`src/rtl/decoder_pkg.sv`:
```
// Shared constants, types and bit-slot helpers for the I2S master port.
package decoder_pkg;

    localparam int DATA_W         = 24;
    localparam int SLOT_W         = 32;
    localparam int FRAME_CLKS     = 256;
    localparam int BCLK_DIV       = 4;
    localparam int FIRST_DATA_BIT = 1;
    localparam int LAST_DATA_BIT  = 24;

    localparam int CNT_W      = $clog2(FRAME_CLKS);
    localparam int BIT_LSB    = $clog2(BCLK_DIV);
    localparam int SLOT_IDX_W = $clog2(SLOT_W);

    typedef logic [DATA_W-1:0] sample_t;

    typedef enum logic {
        SLOT_LEFT  = 1'b0,
        SLOT_RIGHT = 1'b1
    } slot_e;

    function automatic logic is_data_bit(input logic [SLOT_IDX_W-1:0] s);
        return (int'(s) >= FIRST_DATA_BIT) && (int'(s) <= LAST_DATA_BIT);
    endfunction

    // Slot index 1 carries the sample MSB; the delay bit and padding carry 0.
    function automatic logic tx_bit(input sample_t data, input logic [SLOT_IDX_W-1:0] s);
        sample_t shifted;
        logic    result;
        result  = 1'b0;
        shifted = data >> (LAST_DATA_BIT - int'(s));
        if (is_data_bit(s)) begin
            result = shifted[0];
        end
        return result;
    endfunction

endpackage

```
`src/rtl/decoder_port_i2s_clkgen.sv`:
```
// Free-running frame counter with codec clock decode and bit-phase strobes.
module i2s_clkgen
    import decoder_pkg::*;
(
    input  logic             clk_i,
    input  logic             rst_i,
    output logic [CNT_W-1:0] cnt_o,
    output logic             mclk_o,
    output logic             bclk_o,
    output logic             lrclk_o,
    output logic             tx_load_o,
    output logic             rx_sample_o
);

    logic [CNT_W-1:0] cnt_q;
    logic [CNT_W-1:0] cnt_d;

    assign cnt_d = cnt_q + CNT_W'(1);

    always_ff @(posedge clk_i) begin
        if (rst_i) begin
            cnt_q <= '0;
        end else begin
            cnt_q <= cnt_d;
        end
    end

    // tx_load lands on the BCLK falling edge, rx_sample on the rising edge.
    assign cnt_o       = cnt_q;
    assign mclk_o      = cnt_q[0];
    assign bclk_o      = cnt_q[1];
    assign lrclk_o     = cnt_q[CNT_W-1];
    assign tx_load_o   = (cnt_q[1:0] == 2'b11);
    assign rx_sample_o = (cnt_q[1:0] == 2'b01);

endmodule

```
`src/rtl/decoder_port.sv`:
```
// I2S master: playback serialiser, record deserialiser and frame strobe.
module decoder_port
    import decoder_pkg::*;
(
    input  logic              audio_clk,
    input  logic              reset,
    input  logic [DATA_W-1:0] LeftPlayData,
    input  logic [DATA_W-1:0] RightPlayData,
    input  logic              ADC_SDATA,
    output logic              MCLK,
    output logic              BCLK,
    output logic              LRCLK,
    output logic              DAC_SDATA,
    output logic [DATA_W-1:0] LeftRecData,
    output logic [DATA_W-1:0] RightRecData,
    output logic              NewFrame
);

    logic [CNT_W-1:0] cnt;
    logic             txLoad;
    logic             rxSample;

    i2s_clkgen u_clkgen (
        .clk_i       (audio_clk),
        .rst_i       (reset),
        .cnt_o       (cnt),
        .mclk_o      (MCLK),
        .bclk_o      (BCLK),
        .lrclk_o     (LRCLK),
        .tx_load_o   (txLoad),
        .rx_sample_o (rxSample)
    );

    logic                          frameEnd;
    slot_e                         curSlot;
    logic [SLOT_IDX_W-1:0]         curBit;
    logic [CNT_W-BIT_LSB-1:0]      nextWord;
    slot_e                         nextSlot;
    logic [SLOT_IDX_W-1:0]         nextBit;

    // The load happens on the last cycle of a bit, so it prepares the following bit.
    assign frameEnd = &cnt;
    assign curSlot  = slot_e'(cnt[CNT_W-1]);
    assign curBit   = cnt[BIT_LSB +: SLOT_IDX_W];
    assign nextWord = cnt[CNT_W-1:BIT_LSB] + (CNT_W-BIT_LSB)'(1);
    assign nextSlot = slot_e'(nextWord[CNT_W-BIT_LSB-1]);
    assign nextBit  = nextWord[SLOT_IDX_W-1:0];

    sample_t shadowLeft_q,  shadowLeft_d;
    sample_t shadowRight_q, shadowRight_d;
    sample_t shiftLeft_q,   shiftLeft_d;
    sample_t shiftRight_q,  shiftRight_d;
    sample_t recLeft_q,     recLeft_d;
    sample_t recRight_q,    recRight_d;
    logic    dac_q,         dac_d;
    logic    newFrame_q,    newFrame_d;

    always_comb begin
        shadowLeft_d  = shadowLeft_q;
        shadowRight_d = shadowRight_q;
        shiftLeft_d   = shiftLeft_q;
        shiftRight_d  = shiftRight_q;
        recLeft_d     = recLeft_q;
        recRight_d    = recRight_q;
        dac_d         = dac_q;
        newFrame_d    = 1'b0;

        if (frameEnd) begin
            shadowLeft_d  = LeftPlayData;
            shadowRight_d = RightPlayData;
            recLeft_d     = shiftLeft_q;
            recRight_d    = shiftRight_q;
            newFrame_d    = 1'b1;
        end

        if (txLoad) begin
            dac_d = tx_bit((nextSlot == SLOT_RIGHT) ? shadowRight_q : shadowLeft_q, nextBit);
        end

        // Exactly DATA_W bits land per slot, so the shifters never need clearing.
        if (rxSample && is_data_bit(curBit)) begin
            if (curSlot == SLOT_RIGHT) begin
                shiftRight_d = {shiftRight_q[DATA_W-2:0], ADC_SDATA};
            end else begin
                shiftLeft_d = {shiftLeft_q[DATA_W-2:0], ADC_SDATA};
            end
        end
    end

    always_ff @(posedge audio_clk) begin
        if (reset) begin
            shadowLeft_q  <= '0;
            shadowRight_q <= '0;
            shiftLeft_q   <= '0;
            shiftRight_q  <= '0;
            recLeft_q     <= '0;
            recRight_q    <= '0;
            dac_q         <= 1'b0;
            newFrame_q    <= 1'b0;
        end else begin
            shadowLeft_q  <= shadowLeft_d;
            shadowRight_q <= shadowRight_d;
            shiftLeft_q   <= shiftLeft_d;
            shiftRight_q  <= shiftRight_d;
            recLeft_q     <= recLeft_d;
            recRight_q    <= recRight_d;
            dac_q         <= dac_d;
            newFrame_q    <= newFrame_d;
        end
    end

    assign DAC_SDATA    = dac_q;
    assign LeftRecData  = recLeft_q;
    assign RightRecData = recRight_q;
    assign NewFrame     = newFrame_q;

endmodule

```
`config.mk`:
```
export PLATFORM = sky130hd
export DESIGN_NAME = decoder_port
export DESIGN_NICKNAME = d
export VERILOG_FILES = /design/src/rtl/decoder_pkg.sv /design/src/rtl/decoder_port_i2s_clkgen.sv /design/src/rtl/decoder_port.sv
export SDC_FILE = /design/constraint.sdc
export NUM_CORES = 1
export LEC_CHECK = 0
export CORE_MARGIN = 5
export CORE_UTILIZATION = 54
export CTS_BUF_LIST = sky130_fd_sc_hd__clkbuf_16
export CTS_CLUSTER_DIAMETER = 120
export DETAILED_ROUTE_END_ITERATION = 8
export PLACE_DENSITY_LB_ADDON = 0.2
export SYNTH_ARGS = -nofsm -noshare
export SYNTH_HDL_FRONTEND = slang
export SYNTH_SLANG_ARGS = --single-unit
```
`constraint.sdc`:
```
create_clock -name audio_clk -period 3.4 [get_ports audio_clk]
set_input_delay 0.68 -clock audio_clk [delete_from_list [all_inputs] [get_ports audio_clk]]
set_output_delay 0.68 -clock audio_clk [all_outputs]
set_load 0.02 [all_outputs]
```
==> metrics.md, run 1 <==
| Metric | Value |
|---|---|
| Post-synth ARST share | 0 |
| Area leader, netlist | dfxtp_1 |
| Status | finished clean |
| Leak | around 2.9 nW |
| Synth top area share | 0.468 |
| CTS tree | yes |
| Min-Delay Path Class | reg -> reg |
| Bufs on Longest Clock Path | 2 |
| Vias per inst | approximately 5.6 |
| Setup-failing EPs final | 0 |
| Syn Area/Cell | around 8.4 sq um |
| Placed cell area | 7560 sq um |
| Design Area, Final | 8120 sq um |
| Die Y | roughly 120 um |
| Post-CTS Setup Repair Bufs | 0 |
| Root Driver | clkbuf_16 |
| # hold bufs at CTS | 0 |
| Aggregate global-route resource usage | 0.230 |
| WS Path Type | reg -> reg |
| Reg2reg setup slack | between 0.4 and 0.5 ns |
| Routed Antenna Nets | 0 |
| Top-count cell post-synth | nand2_1 |
| Period minus WS final | between 2 and 3 ns |
| Post-CTS Resized | 0 |
| Die area | 14500 sq um |
| Slew margin rel. | 0.378 |
| Iter 0 DRT Violations | slightly below 400 |
| Worst setup SP type | flop |
| Slew Viols, Final | 0 |
| Mapped cell area | approximately 6600 sq um |
| Port Buffers | 103 |
| # diodes | 0 |
| Synth Flop Type | dfxtp_1 |
| Synth-to-Final Area Change | 23.2% |
| Share of post-route cells with drive strength above 1 | 0.0588 |
| Sequential share of the synthesized area | 0.468 |
| EDFF count, synth | 0 |
| Peak VDD IR | around 0.37 mV |
| Synth Warn # | 0 |
| Fmax | 335 MHz |
| CP Max Fanout | 23 |
| Vias | 5632 |
| H-tree lvl count | 4 |
| Yosys cell types | 62 |
| Worst setup endpoint | DAC_SDATA |
| DRC viols | 0 |
| Final core occ | 0.676 |
| Syn nets | approximately 840 |
| Total congestion overflow | 0 |
| CTS Buf Count | 17 |
| Cell depth of the worst flop-to-flop path | 8 |
| Std-Cell Rows | 40 |
| Period utilization | 0.877 |
| FF+latch count, synth | between 150 and 200 |
| Slew @ Worst Pin | 0.934 ns |
| First-pass GRT wire length | about 27 mm |
| Final Hold Viols | 0 |
| Dpl hpwl | between 10 and 15 mm |
| Synth area leaders | dfxtp_1, nand2_1, mux2i_1, a21oi_1, nor2_1 |
| FF-to-FF Start | u_clkgen.cnt_o[3] |
| Reg2Reg Capture Point | DAC_SDATA |
| Power per cell area | around 470 nW/um^2 |
| Die W | ~120 um |
| RSZ-0062 raised after global routing | no |
| Total negative slack | 0 ns |
| Antenna violations before repair | 0 |
| Largest net degree at the start of global routing | 100 |
| Post-layout nets | around 910 |
| Synth cell count leaders | nand2_1, dfxtp_1, a21oi_1 |
| RD Place Congestion | roughly 0.87 |
| Number of global-route vias before repair | 5508 |
| Worst-path clk slew | 0.06 ns |
| Max-cap violations | 0 |
| Post-Route WL | 16.4 mm |
| Worst Path Required | between 3 and 4 ns |
| Critical Path End Type | flop |
| Core area | approximately 12000 sq um |
| Worst Setup SP | u_clkgen.cnt_o[3] |
| Initial cell density of the core | 0.549 |
| Critical Path AT | around 3.3 ns |
| First-pass detailed-route iteration total | 4 |
| Post-route clock skew | about 0.007 ns |
| WL per Instance | 16.2 um |
| Clock Latency Late Sink | between 0.4 and 0.5 ns |
| # IOs | about 100 |
| Clock Sinks | between 150 and 200 |
| Synth Instances | between 700 and 800 |
==> kinds of logic (layout without fill, tap and decap cells) <==
family                     after synthesis  count (layout)  share of synthesized area
adders and majority gates                6               6                     0.0114
and+or+nand+nor                        333             333                      0.220
xor gates and xnor gates                 8               8                     0.0106
muxes                                   59              59                     0.0896
AOI/OAI and AO/OA                      154             154                      0.141
DFF                                    154             154                      0.468
buffers and inverters                   71             153                     0.0589
==> worst min path at each step <==
stage / depth (start not counted) / to / start / slack [ns]
6_report: 2 / LeftRecData[15] / LeftRecData[15] / 0.45
5_1_grt: 2 / shadowLeft_q[17] / shadowLeft_q[17] / 0.48
4_1_cts: 2 / LeftRecData[15] / LeftRecData[15] / 0.46
3_5_place_dp: 2 / RightRecData[23] / shiftRight_q[23] / 0.45
3_3_place_gp: 2 / RightRecData[23] / shiftRight_q[23] / 0.44
2_1_floorplan: 2 / shadowRight_q[6] / shadowRight_q[6] / 0.43
==> per-stage QoR <==
step,hold slack [ns],setup WS [ns],total power [mW],cells
after global routing,0.476,0.126,3.90,1014
after detailed placement,0.446,0.494,2.02,983
final,0.453,0.419,3.78,1014
after CTS,0.456,0.475,3.81,1014
after floorplan,0.431,1.04,1.94,785
after global placement,0.441,0.599,2.02,983
==> cell usage in the layout, fill, tap and decap left out, drive strengths merged, types with 3 or more instances in the layout <==
cell type	synthesis	layout
a211o	3	3
a211oi	3	3
a21oi	100	100
a221oi	3	3
a22oi	4	4
a311oi	3	3
a31oi	3	3
and2	4	4
buf	36	13
clkbuf	28	17
clkdlybuf4s50	0	102
clkinv	0	5
clkinvlp	0	3
dfxtp	154	154
ha	6	6
inv	7	11
mux2i	59	59
nand2	207	207
nand2b	7	7
nand3	10	10
nand4	7	7
nor2	66	66
nor2b	7	7
nor3b	3	3
nor4	5	5
nor4b	4	4
o2111ai	3	3
o211ai	4	4
o21ai	7	7
o221ai	3	3
o311ai	3	3
o31ai	4	4
or4	3	3
xnor2	6	6
==> cell type report <==
type	count	area, sq um
fillers	997	3890
flip-flops and latches	154	3080
well taps	147	184
inverters	7	26.3
repair buffers	115	1130
clock inverters	14	133
clock buffers	17	425
multi-input cells	560	3130
==> flip-flops by register name, indices dropped and copies added (netlist names) <==
register	flops
DAC_SDATA	1
NewFrame	1
shadowRight_q	24
RightRecData	24
shadowLeft_q	24
shiftLeft_q	24
LeftRecData	24
shiftRight_q	24
u_clkgen.cnt_o	8
==> where the power goes <==
part,total (mW),switching [mW],internal (mW),leakage [nW]
clock,1.79,0.727,1.06,0.271
combinational,0.172,0.0851,0.0865,1.35
sequential,1.81,0.00518,1.81,1.24
==> critical path, stage by stage, from the launching register on <==
cell and delay (ns):
dfxtp_1 0.55, inv_1 0.17, ha_1 0.59, nor2b_1 0.67, o221ai_1 0.25, o2111ai_1 0.17, nor3_1 0.07, o311ai_1 0.28
o31ai_1 0.11
==> per-layer routing <==
metal,wire [um],global-route usage,share of wire
met3,744,0.0580,0.045
met5,0,0,0
met4,369,0.0878,0.022
met2,7850,0.372,0.48
met1,7460,0.298,0.45
No activity file was read; power rests on OpenSTA's default activity.
==> inputs of run 2 (changes only) <==
--- a/config.mk
+++ b/config.mk
@@ -6,7 +6,7 @@
 export NUM_CORES = 1
 export LEC_CHECK = 0
 export CORE_MARGIN = 5
-export CORE_UTILIZATION = 54
+export CORE_UTILIZATION = 39
 export CTS_BUF_LIST = sky130_fd_sc_hd__clkbuf_16
 export CTS_CLUSTER_DIAMETER = 120
 export DETAILED_ROUTE_END_ITERATION = 8
==> run 2 against run 1 <==
Net effect:
- clock skew rose by 0.0032 ns
- die area up 35%
- sequential power about the same
- core utilization is 18 points lower
- register-to-register slack improved by 0.03 ns
- worst hold slack worse by 0.0018 ns
- combinational power hardly changed
- critical path type unchanged
==> metrics.md, run 2 (synthesis results as in run 1) <==
| Metric | Value |
|---|---|
| Root Driver | clkbuf_16 |
| # diodes | 0 |
| Total congestion overflow | 0 |
| M3 GR Usage | 0.0518 |
| Placed cell area | 7650 sq um |
| Vias | between 5k and 6k |
| Die W | between 100 and 150 um |
| Synth-to-Final Area Change | 25.9% |
| Sw frac | 0.211 |
| Post-Route WL | 16.0 mm |
| First-pass detailed-route iteration total | 5 |
| Antenna violations before repair | 0 |
| Hold depth | 2 |
| Cell depth of the worst flop-to-flop path | 8 |
| Port Buffers | about 100 |
| Combinational Power Share | 0.043 |
| WL per Instance | between 10 and 15 um |
| Period utilization | 0.869 |
| Std-Cell Rows | 47 |
| Aggregate global-route resource usage | 0.162 |
| # hold bufs at CTS | 0 |
| Largest net degree at the start of global routing | 68 |
| Hold EP | RightRecData[9] |
| Post-route clock skew | 0.0102 ns |
| Vias per inst | between 4 and 5 |
| CTS tree | yes |
| Hold Startpoint | RightRecData[9] |
| Critical Path AT | 3.25 ns |
| NetSw | 0.855 mW |
| Worst setup SP type | flop |
| FF-to-FF Start | u_clkgen.cnt_o[3] |
| Final Hold Viols | 0 |
| Worst Path Required | around 3.7 ns |
| Total negative slack | 0 ns |
| Slew margin rel. | 0.530 |
| Reg2Reg Capture Point | DAC_SDATA |
| Met1 usage | 0.227 |
| Iter 0 DRT Violations | 320 |
| Leak | about 2.9 nW |
| Max-cap violations | 0 |
| Reg2reg setup slack | 0.45 ns |
| Highest-count cells in the layout ignoring fill and taps | nand2_1, dfxtp_1, clkdlybuf4s50_1 |
| DRC viols | 0 |
| Peak VDD IR | roughly 0.37 mV |
| # IOs | ~100 |
| Post-CTS Resized | 0 |
| Power per cell area | roughly 500 nW/um^2 |
| Post-CTS Setup Repair Bufs | 0 |
| RSZ-0062 raised after global routing | no |
| Core area | around 17000 sq um |
| Dpl hpwl | 10.4 mm |
| Post-layout nets | approximately 910 |
| Routed Antenna Nets | 0 |
| Commonest non-fill, non-tap cell in the layout | nand2_1 |
| Cell internal pwr | 3.20 mW |
| Slew Viols, Final | 0 |
| Share of post-route cells with drive strength above 1 | 0.0611 |
| Setup-failing EPs final | 0 |
| Status | finished clean |
| CP Max Fanout | 23 |
| Bufs on Longest Clock Path | 2 |
| Fmax | ~340 MHz |
| CTS Buf Count | 17 |
| Initial cell density of the core | 0.397 |
| H-tree lvl count | 4 |
| First-pass GRT wire length | 26.1 mm |
| Design Area, Final | 8290 sq um |
| Number of global-route vias before repair | around 5k |
| Clock Sinks | roughly 150 |
| Clock Latency Late Sink | about 0.42 ns |
| Slew @ Worst Pin | 0.703 ns |
| Worst-path clk slew | 0.06 ns |
| RD Place Congestion | 0.861 |
| Most used routing layer | met2 |
| Die Y | 140 um |
| Critical Path End Type | flop |
| Sequential power share | 0.447 |
| Part of the power in the clock network | 0.510 |
| WS Path Type | reg -> reg |
| Die area | 19600 sq um |
| Period minus WS final | between 2 and 3 ns |
| Min-Delay Path Class | reg -> reg |
| Global routing usage on met2 | 0.241 |
## run 2: layout make-up
type	instances	area [sq um]
Fill cell	1628	8290
Clock buffer	17	425
Clock inverter	14	218
Tap cell	220	275
Timing Repair Buffer	115	1130
Inverter	7	26.3
Sequential cell	154	3080
Multi-Input combinational cell	560	3130
## run 2: worst max path at each step
stage                       from         to  slack, ns  depth (start not counted)
3_3_place_gp   u_clkgen.cnt_o[3]  DAC_SDATA       0.60                          8
2_1_floorplan  u_clkgen.cnt_o[2]  DAC_SDATA       1.04                         10
6_report       u_clkgen.cnt_o[3]  DAC_SDATA       0.45                          8
3_5_place_dp   u_clkgen.cnt_o[3]  DAC_SDATA       0.53                          8
4_1_cts        u_clkgen.cnt_o[3]  DAC_SDATA       0.52                          8
5_1_grt        u_clkgen.cnt_o[3]  DAC_SDATA       0.25                          8
## run 2: through the flow
step           setup WS, ns  hold slack (ns)  total power [mW]  std cells   util
5_1_grt               0.254            0.475              4.20       1087  0.500
3_3_place_gp          0.598            0.441              2.03       1056  0.461
2_1_floorplan          1.04            0.431              1.94        785      -
3_5_place_dp          0.532            0.445              2.03       1056  0.461
4_1_cts               0.523            0.454              4.11       1087  0.500
6_report              0.445            0.451              4.06       1087  0.500
## run 2: power by group through the flow
stage / Clock, mW / Combinational (mW) / Sequential, mW
2_1_floorplan: 0 / 0.0880 / 1.86
3_3_place_gp: 0 / 0.172 / 1.85
3_5_place_dp: 0 / 0.173 / 1.85
4_1_cts: 2.12 / 0.174 / 1.81
5_1_grt: 2.20 / 0.189 / 1.81
6_report: 2.07 / 0.173 / 1.81
## run 2: metal layers
metal | wire (um) | vias up | share of wire
li1 | - | 2811 | -
met1 | 7860 | 2502 | 0.49
met2 | 7150 | 105 | 0.45
met3 | 792 | 13 | 0.050
met4 | 194 | 0 | 0.012
met5 | 0 | - | 0
## run 2: worst max-delay path: stages (launching register included)
cell and delay, ns:
dfxtp_1 0.54, inv_1 0.17, ha_1 0.59, nor2b_1 0.67, o221ai_1 0.24, o2111ai_1 0.16
nor3_1 0.07, o311ai_1 0.28, o31ai_1 0.10
==> inputs of run 3 (changes only) <==
--- a/config.mk
+++ b/config.mk
@@ -5,11 +5,13 @@
 export SDC_FILE = /design/constraint.sdc
 export NUM_CORES = 1
 export LEC_CHECK = 0
+export CAP_MARGIN = 5
 export CORE_MARGIN = 5
 export CORE_UTILIZATION = 39
 export CTS_BUF_LIST = sky130_fd_sc_hd__clkbuf_16
 export CTS_CLUSTER_DIAMETER = 120
 export DETAILED_ROUTE_END_ITERATION = 8
+export HOLD_SLACK_MARGIN = 0.02
 export PLACE_DENSITY_LB_ADDON = 0.2
 export SYNTH_ARGS = -nofsm -noshare
 export SYNTH_HDL_FRONTEND = slang
==> constraint.sdc (replaced) <==
create_clock -name audio_clk -period 2.9 [get_ports audio_clk]
set_input_delay 0.58 -clock audio_clk [delete_from_list [all_inputs] [get_ports audio_clk]]
set_output_delay 0.58 -clock audio_clk [all_outputs]
set_load 0.02 [all_outputs]
==> run 3 against run 2 <==
Net effect:
- die area stayed put
- count of clock-buffer cells in the layout unchanged
- clock power rose by 4%
- combinational power increased by 20%
- maximum frequency is 14% higher
- core utilization grew 0.060 points
- critical path type unchanged
- largest cell class unchanged
- highest routed layer unchanged
==> metrics.md, run 3 (synthesis results as in run 1) <==
| Metric | Value |
|---|---|
| FF-to-FF Start | u_clkgen.cnt_o[2] |
| Top delay family on crit path | adder cells |
| Vias per inst | a little over 5 |
| Critical Path AT | ~3 ns |
| Fmax | ~380 MHz |
| Sequential power share | 0.473 |
| Clock Latency Late Sink | about 0.42 ns |
| Slew Viols, Final | 0 |
| Combinational Power Share | 0.046 |
| Placed cell area | a little under 8000 sq um |
| Die Y | ~140 um |
| Root Driver | clkbuf_16 |
| Synth-to-Final Area Change | 26.0% |
| Slew margin rel. | 0.628 |
| Final Hold Viols | 0 |
| Design Area, Final | 8300 sq um |
| DRC viols | 0 |
| # hold bufs at CTS | 0 |
| CTS Buf Count | 17 |
| Part of the power in the clock network | 0.481 |
| Worst setup endpoint | DAC_SDATA |
| Total congestion overflow | 0 |
| Bufs on Longest Clock Path | 2 |
| Critical Path End Type | flop |
| First-pass GRT wire length | approximately 27 mm |
| Peak VDD IR | between 0.4 and 0.5 mV |
| Worst setup SP type | flop |
| Port Buffers | roughly 100 |
| Slowest-stage cell, CP | ha_1 |
| CTS tree | yes |
| Share of post-route cells with drive strength above 1 | 0.0698 |
| Aggregate global-route resource usage | 0.170 |
| Die W | between 100 and 150 um |
| Reg2Reg Capture Point | DAC_SDATA |
| Highest-count cells in the layout ignoring fill and taps | nand2_1, dfxtp_1, clkdlybuf4s50_1 |
| Post-route clock skew | 0.00738 ns |
| First-pass detailed-route iteration total | 4 |
| Period utilization | 0.896 |
| Max-cap violations | 0 |
| Worst-path clk slew | about 0.060 ns |
| Status | finished clean |
| Post-Route WL | about 16 mm |
| Cell internal pwr | around 3.5 mW |
| Die area | between 15000 and 20000 sq um |
| Core area | about 17000 sq um |
| Routed Antenna Nets | 0 |
| Largest net degree at the start of global routing | 90 |
| Std-Cell Rows | 47 |
| Commonest non-fill, non-tap cell in the layout | nand2_1 |
| Number of global-route vias before repair | 5310 |
| Cell depth of the worst flop-to-flop path | 9 |
| Sw frac | 0.223 |
| Leak | between 2 and 3 nW |
| # diodes | 0 |
| Reg2reg setup slack | about 0.30 ns |
| Post-CTS Setup Repair Bufs | 0 |
| CP Max Fanout | 17 |
| Worst Setup SP | u_clkgen.cnt_o[2] |
| H-tree lvl count | 4 |
| Setup-failing EPs final | 0 |
| Critical path buffers and inverters | 2 |
| Slowest stage delay, CP | approximately 0.63 ns |
| RD Place Congestion | slightly below 0.9 |
| Tot Pwr | around 4.5 mW |
| CP Depth | 9 |
| Post-CTS Resized | 0 |
| Total negative slack | 0 ns |
| Worst Path Required | ~3.2 ns |
| Period minus WS final | 2.60 ns |
| Crit-path cells | inv_1, ha_1, buf_4, nand2b_1, a32oi_1, nand4_1, nor3_1, o311ai_1, o31ai_1 |
| Antenna violations before repair | 0 |
| Power per cell area | about 540 nW/um^2 |
| WS Path Type | reg -> reg |
| Initial cell density of the core | 0.397 |
| WL per Instance | between 10 and 15 um |
| Vias | 5546 |
| RSZ-0062 raised after global routing | no |
| # IOs | ~100 |
| Dpl hpwl | 10.9 mm |
| Iter 0 DRT Violations | between 300 and 400 |
| Min-Delay Path Class | reg -> reg |
| Clock Sinks | 154 |
| NetSw | between 1 and 1.5 mW |
| Post-layout nets | 920 |
| Slew @ Worst Pin | around 0.56 ns |
-- run 3: cell types whose count changed in the layout (fill, tap and decap cells not counted) --
cell / previous run / this run
buf_12: 1 / 3
buf_4: 12 / 18
bufinv_16: 5 / 2
clkinv_1: 3 / 2
clkinv_2: 0 / 1
clkinvlp_4: 1 / 2
inv_6: 2 / 4
inv_8: 2 / 1
-- run 3: final cells by class --
cell class	instances	area (sq um)
Multi-Input combinational cell	560	3130
Tap cell	220	275
Timing Repair Buffer	123	1220
Sequential cell	154	3080
Inverter	7	26.3
Clock buffer	17	425
Fill cell	1648	8280
Clock inverter	13	143
-- run 3: worst min-delay path by stage --
stage | cells after the start | endpoint | start | slack [ns]
floorplan | 2 | shadowRight_q[6] | shadowRight_q[6] | 0.43
global placement | 2 | LeftRecData[23] | shiftLeft_q[23] | 0.44
detailed placement | 2 | shadowLeft_q[1] | shadowLeft_q[1] | 0.45
CTS | 2 | shadowLeft_q[1] | shadowLeft_q[1] | 0.45
global route | 2 | LeftRecData[4] | LeftRecData[4] | 0.48
finish | 2 | RightRecData[5] | RightRecData[5] | 0.45
-- run 3: layer usage --
| metal | wire [um] | share of wire | GRT usage | vias up |
|---|---|---|---|---|
| li1 | - | - | - | 2821 |
| met1 | 7840 | 0.48 | 0.237 | 2592 |
| met2 | 7480 | 0.46 | 0.259 | 117 |
| met3 | 836 | 0.051 | 0.0412 | 16 |
| met4 | 182 | 0.011 | 0.0541 | 0 |
| met5 | 0 | 0 | 0 | - |
-- run 3: power by group through the flow --
stage | combinational (mW) | sequential (mW) | clock, mW
after floorplan | 0.103 | 2.18 | 0
after global placement | 0.207 | 2.17 | 0
after detailed placement | 0.207 | 2.17 | 0
after CTS | 0.208 | 2.12 | 2.23
after global routing | 0.226 | 2.12 | 2.32
final | 0.207 | 2.12 | 2.16
-- run 3: through the flow --
step           setup WS [ns]  hold slack (ns)  utilization  cells
2_1_floorplan          0.538            0.431            -    785
3_3_place_gp           0.405            0.442        0.466   1064
3_5_place_dp           0.335            0.446        0.466   1064
4_1_cts                0.310            0.455        0.501   1094
5_1_grt               0.0385            0.477        0.501   1094
6_report               0.302            0.452        0.501   1094
-- run 3: worst min-delay path, stage by stage, from the launching register on --
cell and delay (ns):
dfxtp_1 0.31, nand2_1 0.05, a21oi_1 0.05
